### config.mk
export PLATFORM = sky130hd
export DESIGN_NAME = mac_rx_reader
export DESIGN_NICKNAME = d
export VERILOG_FILES = /design/src/rtl/mac_rx_reader.sv
export SDC_FILE = /design/constraint.sdc
export NUM_CORES = 1
export LEC_CHECK = 0
export BUFFER_PORTS_ARGS = -buffer_cell sky130_fd_sc_hd__buf_2
export CORE_MARGIN = 5
export CORE_UTILIZATION = 50
export DETAILED_ROUTE_END_ITERATION = 10
export HOLD_SLACK_MARGIN = 0.02
export PLACE_DENSITY = 0.82
export RECOVER_POWER = 25
export SKIP_CTS_REPAIR_TIMING = 1
export SYNTH_ARGS = -nofsm -noshare
export SYNTH_HDL_FRONTEND = slang
export SYNTH_SLANG_ARGS = --single-unit
### constraint.sdc
create_clock -name Rd_Clk -period 3.8 [get_ports Rd_Clk]
set_input_delay 0 -clock Rd_Clk [delete_from_list [all_inputs] [get_ports Rd_Clk]]
set_output_delay 0 -clock Rd_Clk [all_outputs]
set_load 0.01 [all_outputs]
### src/rtl/mac_rx_reader.sv
// mac_rx_reader
//   Pulls one received Ethernet frame at a time out of the RX buffer RAM and
//   streams the payload to a valid/ready sink. The first two buffer bytes carry
//   the frame length LEN, and the frame bytes sit at addresses 2..LEN. The
//   header is stripped, but the source MAC is kept on src_mac. The trailing FCS
//   is never read. Frames too short to carry any payload are dropped and
//   counted.
//
// Ports
//   Rd_Clk     in   1              sole clock
//   reset_n    in   1              asynchronous active-low reset
//   Frm_valid  in   1              buffer holds at least one complete frame
//   Rd_en      out  1              buffer read strobe
//   Rd_Addr    out  RAM_ADDR_BITS  buffer read address
//   Rd_data    in   8              buffer data, one cycle after the address
//   m_data     out  8              payload byte (FIFO head)
//   m_valid    out  1              m_data valid
//   m_last     out  1              last payload byte of the frame
//   m_ready    in   1              sink accepts the byte
//   src_mac    out  48             source MAC of the current frame
//   frm_cnt    out  16             frames delivered (saturating)
//   drop_cnt   out  16             frames rejected (saturating)
//
// State     | meaning
// ----------+----------------------------------------------------------------
// IDLE      | wait for Frm_valid
// LEN_HI    | read addr 0 (length high byte)
// LEN_LO    | read addr 1, capture length high byte
// CHECK     | capture length low byte, accept or reject the frame
// HDR       | read header addr 2..HDR_BYTES+1, shift source MAC into src_mac
// PAYLOAD   | read payload into the 2-entry FIFO under occupancy control
// DRAIN     | all addresses issued, wait for the sink to take the last byte
// RELEASE   | two idle cycles so the buffer can retire the frame

module mac_rx_reader #(
    parameter int RAM_ADDR_BITS = 14,
    parameter int HDR_BYTES     = 14,
    parameter int CRC_BYTES     = 4
) (
    input  logic                     Rd_Clk,
    input  logic                     reset_n,
    input  logic                     Frm_valid,
    output logic                     Rd_en,
    output logic [RAM_ADDR_BITS-1:0] Rd_Addr,
    input  logic [7:0]               Rd_data,
    output logic [7:0]               m_data,
    output logic                     m_valid,
    output logic                     m_last,
    input  logic                     m_ready,
    output logic [47:0]              src_mac,
    output logic [15:0]              frm_cnt,
    output logic [15:0]              drop_cnt
);

    typedef enum logic [2:0] {
        IDLE,
        LEN_HI,
        LEN_LO,
        CHECK,
        HDR,
        PAYLOAD,
        DRAIN,
        RELEASE
    } state_t;

    // Smallest frame that still carries one payload byte.
    localparam logic [13:0] MIN_LEN = 14'(HDR_BYTES + CRC_BYTES + 2);
    localparam logic [RAM_ADDR_BITS-1:0] HDR_LAST  = RAM_ADDR_BITS'(HDR_BYTES + 1);
    localparam logic [RAM_ADDR_BITS-1:0] SRC_FIRST = RAM_ADDR_BITS'(8);
    localparam logic [RAM_ADDR_BITS-1:0] SRC_LAST  = RAM_ADDR_BITS'(13);
    localparam logic [RAM_ADDR_BITS-1:0] ADDR_ONE  = RAM_ADDR_BITS'(1);
    localparam logic [RAM_ADDR_BITS-1:0] ADDR_TWO  = RAM_ADDR_BITS'(2);

    state_t                     state_q, state_d;
    logic [RAM_ADDR_BITS-1:0]   addr_q, addr_d;
    logic [RAM_ADDR_BITS-1:0]   last_addr_q, last_addr_d;
    logic [RAM_ADDR_BITS-1:0]   prev_addr_q, prev_addr_d;
    logic                       prev_hdr_q, prev_hdr_d;
    logic [5:0]                 len_hi_q, len_hi_d;
    logic                       rel_cnt_q, rel_cnt_d;
    logic                       in_flight_q, in_flight_d;
    logic                       flight_last_q, flight_last_d;
    logic [1:0][7:0]            fifo_data_q, fifo_data_d;
    logic [1:0]                 fifo_last_q, fifo_last_d;
    logic                       rd_ptr_q, rd_ptr_d;
    logic                       wr_ptr_q, wr_ptr_d;
    logic [1:0]                 cnt_q, cnt_d;
    logic [47:0]                src_mac_q, src_mac_d;
    logic [15:0]                frm_cnt_q, frm_cnt_d;
    logic [15:0]                drop_cnt_q, drop_cnt_d;

    logic        push;
    logic        pop;
    logic [2:0]  occ;
    logic        issue_ok;
    logic        rd_issue;
    logic        hdr_issue;
    logic        frame_done;
    logic        frame_drop;
    logic        drained;
    logic [13:0] len_full;

    assign m_valid  = (cnt_q != 2'd0);
    assign m_data   = fifo_data_q[rd_ptr_q];
    assign m_last   = m_valid & fifo_last_q[rd_ptr_q];
    assign Rd_Addr  = addr_q;
    assign src_mac  = src_mac_q;
    assign frm_cnt  = frm_cnt_q;
    assign drop_cnt = drop_cnt_q;

    assign pop  = m_valid & m_ready;
    // A payload read issued last cycle lands in the FIFO this cycle.
    assign push = in_flight_q;

    // Occupancy the FIFO would reach if nothing new were issued; a new read is
    // allowed only if it still fits in the two entries.
    assign occ      = {1'b0, cnt_q} + {2'b00, in_flight_q} - {2'b00, pop};
    assign issue_ok = (occ < 3'd2);

    assign len_full = {len_hi_q, Rd_data};
    assign drained  = !in_flight_q && ((cnt_q == 2'd0) || ((cnt_q == 2'd1) && pop));

    always_comb begin
        state_d       = state_q;
        addr_d        = addr_q;
        last_addr_d   = last_addr_q;
        len_hi_d      = len_hi_q;
        rel_cnt_d     = rel_cnt_q;
        flight_last_d = 1'b0;
        Rd_en         = 1'b0;
        rd_issue      = 1'b0;
        hdr_issue     = 1'b0;
        frame_done    = 1'b0;
        frame_drop    = 1'b0;

        case (state_q)
            IDLE: begin
                addr_d = '0;
                if (Frm_valid) begin
                    state_d = LEN_HI;
                end
            end
            LEN_HI: begin
                Rd_en   = 1'b1;
                addr_d  = ADDR_ONE;
                state_d = LEN_LO;
            end
            LEN_LO: begin
                Rd_en    = 1'b1;
                len_hi_d = Rd_data[5:0];
                addr_d   = ADDR_TWO;
                state_d  = CHECK;
            end
            CHECK: begin
                if (len_full >= MIN_LEN) begin
                    last_addr_d = RAM_ADDR_BITS'(len_full - 14'(CRC_BYTES));
                    state_d     = HDR;
                end else begin
                    frame_drop = 1'b1;
                    addr_d     = '0;
                    rel_cnt_d  = 1'b1;
                    state_d    = RELEASE;
                end
            end
            HDR: begin
                Rd_en     = 1'b1;
                hdr_issue = 1'b1;
                addr_d    = addr_q + ADDR_ONE;
                if (addr_q == HDR_LAST) begin
                    state_d = PAYLOAD;
                end
            end
            PAYLOAD: begin
                if (issue_ok) begin
                    Rd_en    = 1'b1;
                    rd_issue = 1'b1;
                    addr_d   = addr_q + ADDR_ONE;
                    if (addr_q == last_addr_q) begin
                        flight_last_d = 1'b1;
                        state_d       = DRAIN;
                    end
                end
            end
            DRAIN: begin
                if (drained) begin
                    frame_done = 1'b1;
                    addr_d     = '0;
                    rel_cnt_d  = 1'b1;
                    state_d    = RELEASE;
                end
            end
            RELEASE: begin
                if (rel_cnt_q == 1'b0) begin
                    state_d = IDLE;
                end else begin
                    rel_cnt_d = rel_cnt_q - 1'b1;
                end
            end
            default: begin
                state_d = IDLE;
            end
        endcase
    end

    always_comb begin
        in_flight_d = rd_issue;
        prev_addr_d = addr_q;
        prev_hdr_d  = hdr_issue;

        src_mac_d = src_mac_q;
        if (prev_hdr_q && (prev_addr_q >= SRC_FIRST) && (prev_addr_q <= SRC_LAST)) begin
            src_mac_d = {src_mac_q[39:0], Rd_data};
        end

        fifo_data_d = fifo_data_q;
        fifo_last_d = fifo_last_q;
        wr_ptr_d    = wr_ptr_q;
        rd_ptr_d    = rd_ptr_q;
        if (push) begin
            fifo_data_d[wr_ptr_q] = Rd_data;
            fifo_last_d[wr_ptr_q] = flight_last_q;
            wr_ptr_d              = ~wr_ptr_q;
        end
        if (pop) begin
            rd_ptr_d = ~rd_ptr_q;
        end
        cnt_d = cnt_q + {1'b0, push} - {1'b0, pop};

        frm_cnt_d = frm_cnt_q;
        if (frame_done && (frm_cnt_q != 16'hFFFF)) begin
            frm_cnt_d = frm_cnt_q + 16'd1;
        end
        drop_cnt_d = drop_cnt_q;
        if (frame_drop && (drop_cnt_q != 16'hFFFF)) begin
            drop_cnt_d = drop_cnt_q + 16'd1;
        end
    end

    always_ff @(posedge Rd_Clk or negedge reset_n) begin
        if (!reset_n) begin
            state_q       <= IDLE;
            addr_q        <= '0;
            last_addr_q   <= '0;
            prev_addr_q   <= '0;
            prev_hdr_q    <= 1'b0;
            len_hi_q      <= '0;
            rel_cnt_q     <= 1'b0;
            in_flight_q   <= 1'b0;
            flight_last_q <= 1'b0;
            fifo_data_q   <= '0;
            fifo_last_q   <= '0;
            rd_ptr_q      <= 1'b0;
            wr_ptr_q      <= 1'b0;
            cnt_q         <= '0;
            src_mac_q     <= '0;
            frm_cnt_q     <= '0;
            drop_cnt_q    <= '0;
        end else begin
            state_q       <= state_d;
            addr_q        <= addr_d;
            last_addr_q   <= last_addr_d;
            prev_addr_q   <= prev_addr_d;
            prev_hdr_q    <= prev_hdr_d;
            len_hi_q      <= len_hi_d;
            rel_cnt_q     <= rel_cnt_d;
            in_flight_q   <= in_flight_d;
            flight_last_q <= flight_last_d;
            fifo_data_q   <= fifo_data_d;
            fifo_last_q   <= fifo_last_d;
            rd_ptr_q      <= rd_ptr_d;
            wr_ptr_q      <= wr_ptr_d;
            cnt_q         <= cnt_d;
            src_mac_q     <= src_mac_d;
            frm_cnt_q     <= frm_cnt_d;
            drop_cnt_q    <= drop_cnt_d;
        end
    end

endmodule
==> flow_metrics.py <==
metrics = {
    "global_route": {
        "overflow": 0,
        "grt_max_degree": 106,
        "antenna_found_initial": 0,
        "grt_pass1_wl_microns": 25980,
        "grt_pass1_vias": 5149,
        "grt_use_total": 0.1945,
    },
    "final_layout": {
        "nNetsFinal": 724,
        "stdcell_count": 897,
        "drive_above_1_share": 0.2720,
        "antenna_cells": 0,
        "area_growth_pct": 17.42,
    },
    "critical_path": {
        "r2r_setup_slack_ns": 0.60,
        "critPathCaptureType": "output pin",
        "critPathMaxStageDelay_ns": 0.43,
        "cpMostUsedCell": "inv_1",
        "worstPathCellList": "nor2_1 > inv_1 > and2_1 > ha_1 > inv_1 > ha_1 > inv_1 > fa_1 > xnor2_1 > a21oi_1 > nand2b_1 > a21oi_1 > buf_2",
        "startpoint_type": "flop",
        "arrival_ns": 3.26,
        "criticalPathCategory": "reg2out",
        "cp.required_ns": 3.80,
        "cpMaxStageDelayCell": "dfrtp_1",
        "cp_max_fo": 9,
    },
    "timing": {
        "min_period_over_period": 0.8578,
        "max-slew-margin-rel": -0.6585,
        "period_minus_slack_ns": 3.260,
        "slew_violations": 106,
        "timing.fmax_ghz": 0.3068,
        "rsz0062_at_grt": "no",
        "fin_skew_ns": 0.01021,
        "final.setup.tns_ns": 0,
        "hold_violations": 0,
        "worst_slew_pin_slew_ns": 2.488,
        "setup_viol_count_final": 0,
    },
    "synth": {
        "syn_inst": 584,
        "yosysTopAreaCell": "dfrtp_1",
        "synth_edf_count": 0,
        "synth_area_sq_mm": 0.007162,
        "yosys_warnings": 0,
        "yosys-top-cells-count": "dfrtp_1, mux2_2, xnor2_1",
        "yosysMostFrequentCell": "dfrtp_1",
        "yosysSeqAreaShare": 0.5451,
        "syn-num-nets": 604,
        "yosysTopAreaCellShare": 0.5451,
        "avgSynthCellArea_sq_um": 12.26,
        "synth_area_leaders": "dfrtp_1, mux2_2, xnor2_1",
        "synth-seq-cells": 156,
        "ys_types": 61,
        "synthFlopType": "dfrtp_1",
        "async_reset_ff_frac": 1.000,
    },
    "routing": {
        "drcViolationCount": 0,
        "via_count": 5028,
        "wire_per_inst_microns": 17.44,
        "first_iter_violations": 331,
        "firstDrtPassIters": 5,
        "antenna_left": 0,
        "wirelength_microns": 15650,
        "viasPerCell": 5.605,
    },
    "power_and_ir_drop": {
        "ir_drop_mv": 0.3347,
        "power.total_mw": 5.796,
        "power_density_mw_per_mm2": 689.2,
        "p_leak_nw": 4.031,
    },
    "floorplan": {
        "dieArea_sq_mm": 0.01682,
        "die_width_microns": 129.7,
        "core-area_sq_mm": 0.01399,
        "rows": 43,
        "io_pins": 117,
        "start_util": 0.5120,
        "die_height_microns": 129.7,
    },
    "job": {
        "drv_cap": 1,
    },
    "place": {
        "io_buffers": 116,
        "place_inst": 856,
        "gp_congestion": 0.8730,
        "dp_hpwl_microns": 11070,
    },
    "clock_tree": {
        "numCtsBuffers": 17,
        "root_buffer": "clkbuf_16",
        "cts_max_level": 4,
        "clock-sinks": 156,
        "clkTransAtPathRegs_ns": 0.06,
        "clock_latency_ns": 0.42,
        "cts_buffer_depth": 2,
        "cts_tree": "built",
    },
    "outcome": {
        "status": "finished, violations left",
        "violations": "max-capacitance violations, max-slew violations",
    },
    "worst_hold_path": {
        "hold_class": "in2reg",
    },
}
-- placed cells by master (no fill, tap or decap), drive strengths merged, types with 2 or more instances in the layout --
master       netlist  routed
dlygate4sd3        0       9
ha                 7       7
o21ai             12      12
a21oi             21      21
a31oi              7       7
mux2              80      80
mux2i              3       3
nand3             23      23
o21bai             2       2
nand2b             4       4
nor4b              2       2
nor2              32      32
nand4             19      19
dfrtp            156     156
clkbuf            14      85
buf               15      57
nand2             31      31
nor2b              5       5
xor2              23      23
clkinvlp           0       2
a21o               4       4
a311oi             3       3
o31ai              2       2
and2               3       3
and4               5       5
clkinv             0       5
nor3b              2       2
nor4              10      10
xnor2             34      34
and3              23      23
inv               13      16
a211o              4       4
nor3              12      12
-- where the power goes --
group	switching [mW]	total (mW)	internal (mW)
Combinational	0.873	1.65	0.779
Sequential	0.432	2.51	2.08
Clock	0.684	1.63	0.945
Total	1.99	5.80	3.81
-- state kept, by name, indices dropped and copies added, names as in the netlist, 6 cells and up --
register     flops
Rd_Addr         14
src_mac         48
len_hi_q         6
frm_cnt         16
fifo_data_q     16
prev_addr_q     13
last_addr_q     14
drop_cnt        16
-- worst paths after layout --
check                            endpoint  depth (start not counted)  startpoint
min in group asynchronous  fifo_data_q[8]                          2     reset_n
setup reg to reg               Rd_Addr[0]                         13    cnt_q[1]
hold / removal             last_addr_q[4]                          3  Rd_data[4]
hold reg to reg                  wr_ptr_q                          1    wr_ptr_q
setup / recovery                    Rd_en                         13    cnt_q[1]
max in group asynchronous     Rd_Addr[11]                          3     reset_n
-- metrics by stage --
stage                     setup WS (ns)  area [sq um]  utilization  hold WS, ns
after global routing             0.2903          8409       0.6012      0.03208
after detailed placement         0.6080          7833       0.5599       0.1850
after floorplan                  0.8774          7162            -      -0.2956
final                            0.5404          8409       0.6012      0.04300
after CTS                        0.5340          8404       0.6008      -0.2649
after global placement           0.7762          7833       0.5599       0.1594
-- area by class of cell --
class                           instances  area (sq um)
Clock inverter                         11         111.4
Multi-Input combinational cell        386          3030
Fill cell                            1128          5579
Timing Repair Buffer                  130         629.4
Clock buffer                           21         460.4
Tap cell                              180         225.2
Sequential cell                       156          3904
Inverter                               13         48.80
-- logic make-up after synthesis --
logic type	count (synthesis)	share of synthesized area
simple gates	176	0.1467
flops	156	0.5451
fa+ha+maj	8	0.01502
compound gates	62	0.05853
buf+inv	42	0.03179
mux	83	0.1310
xor+xnor	57	0.07180
-- worst max-delay path, delay by kind of cell (launching register included) --
kind,cells,cell delay (ns)
buf+inv,4,0.33
simple gates,3,0.72
xor+xnor,1,0.17
fa+ha+maj,3,0.79
compound gates,2,0.40
flops,1,0.43
-- metal layers --
metal | up-vias | global-route usage | wire length [microns]
li1 | 2336 | - | -
met1 | 2515 | 0.2509 | 6646
met2 | 153 | 0.3185 | 7845
met3 | 24 | 0.05400 | 904
met4 | 0 | 0.06601 | 252
met5 | - | 0 | 0
Note: power is estimated with default switching activity, not from simulation.
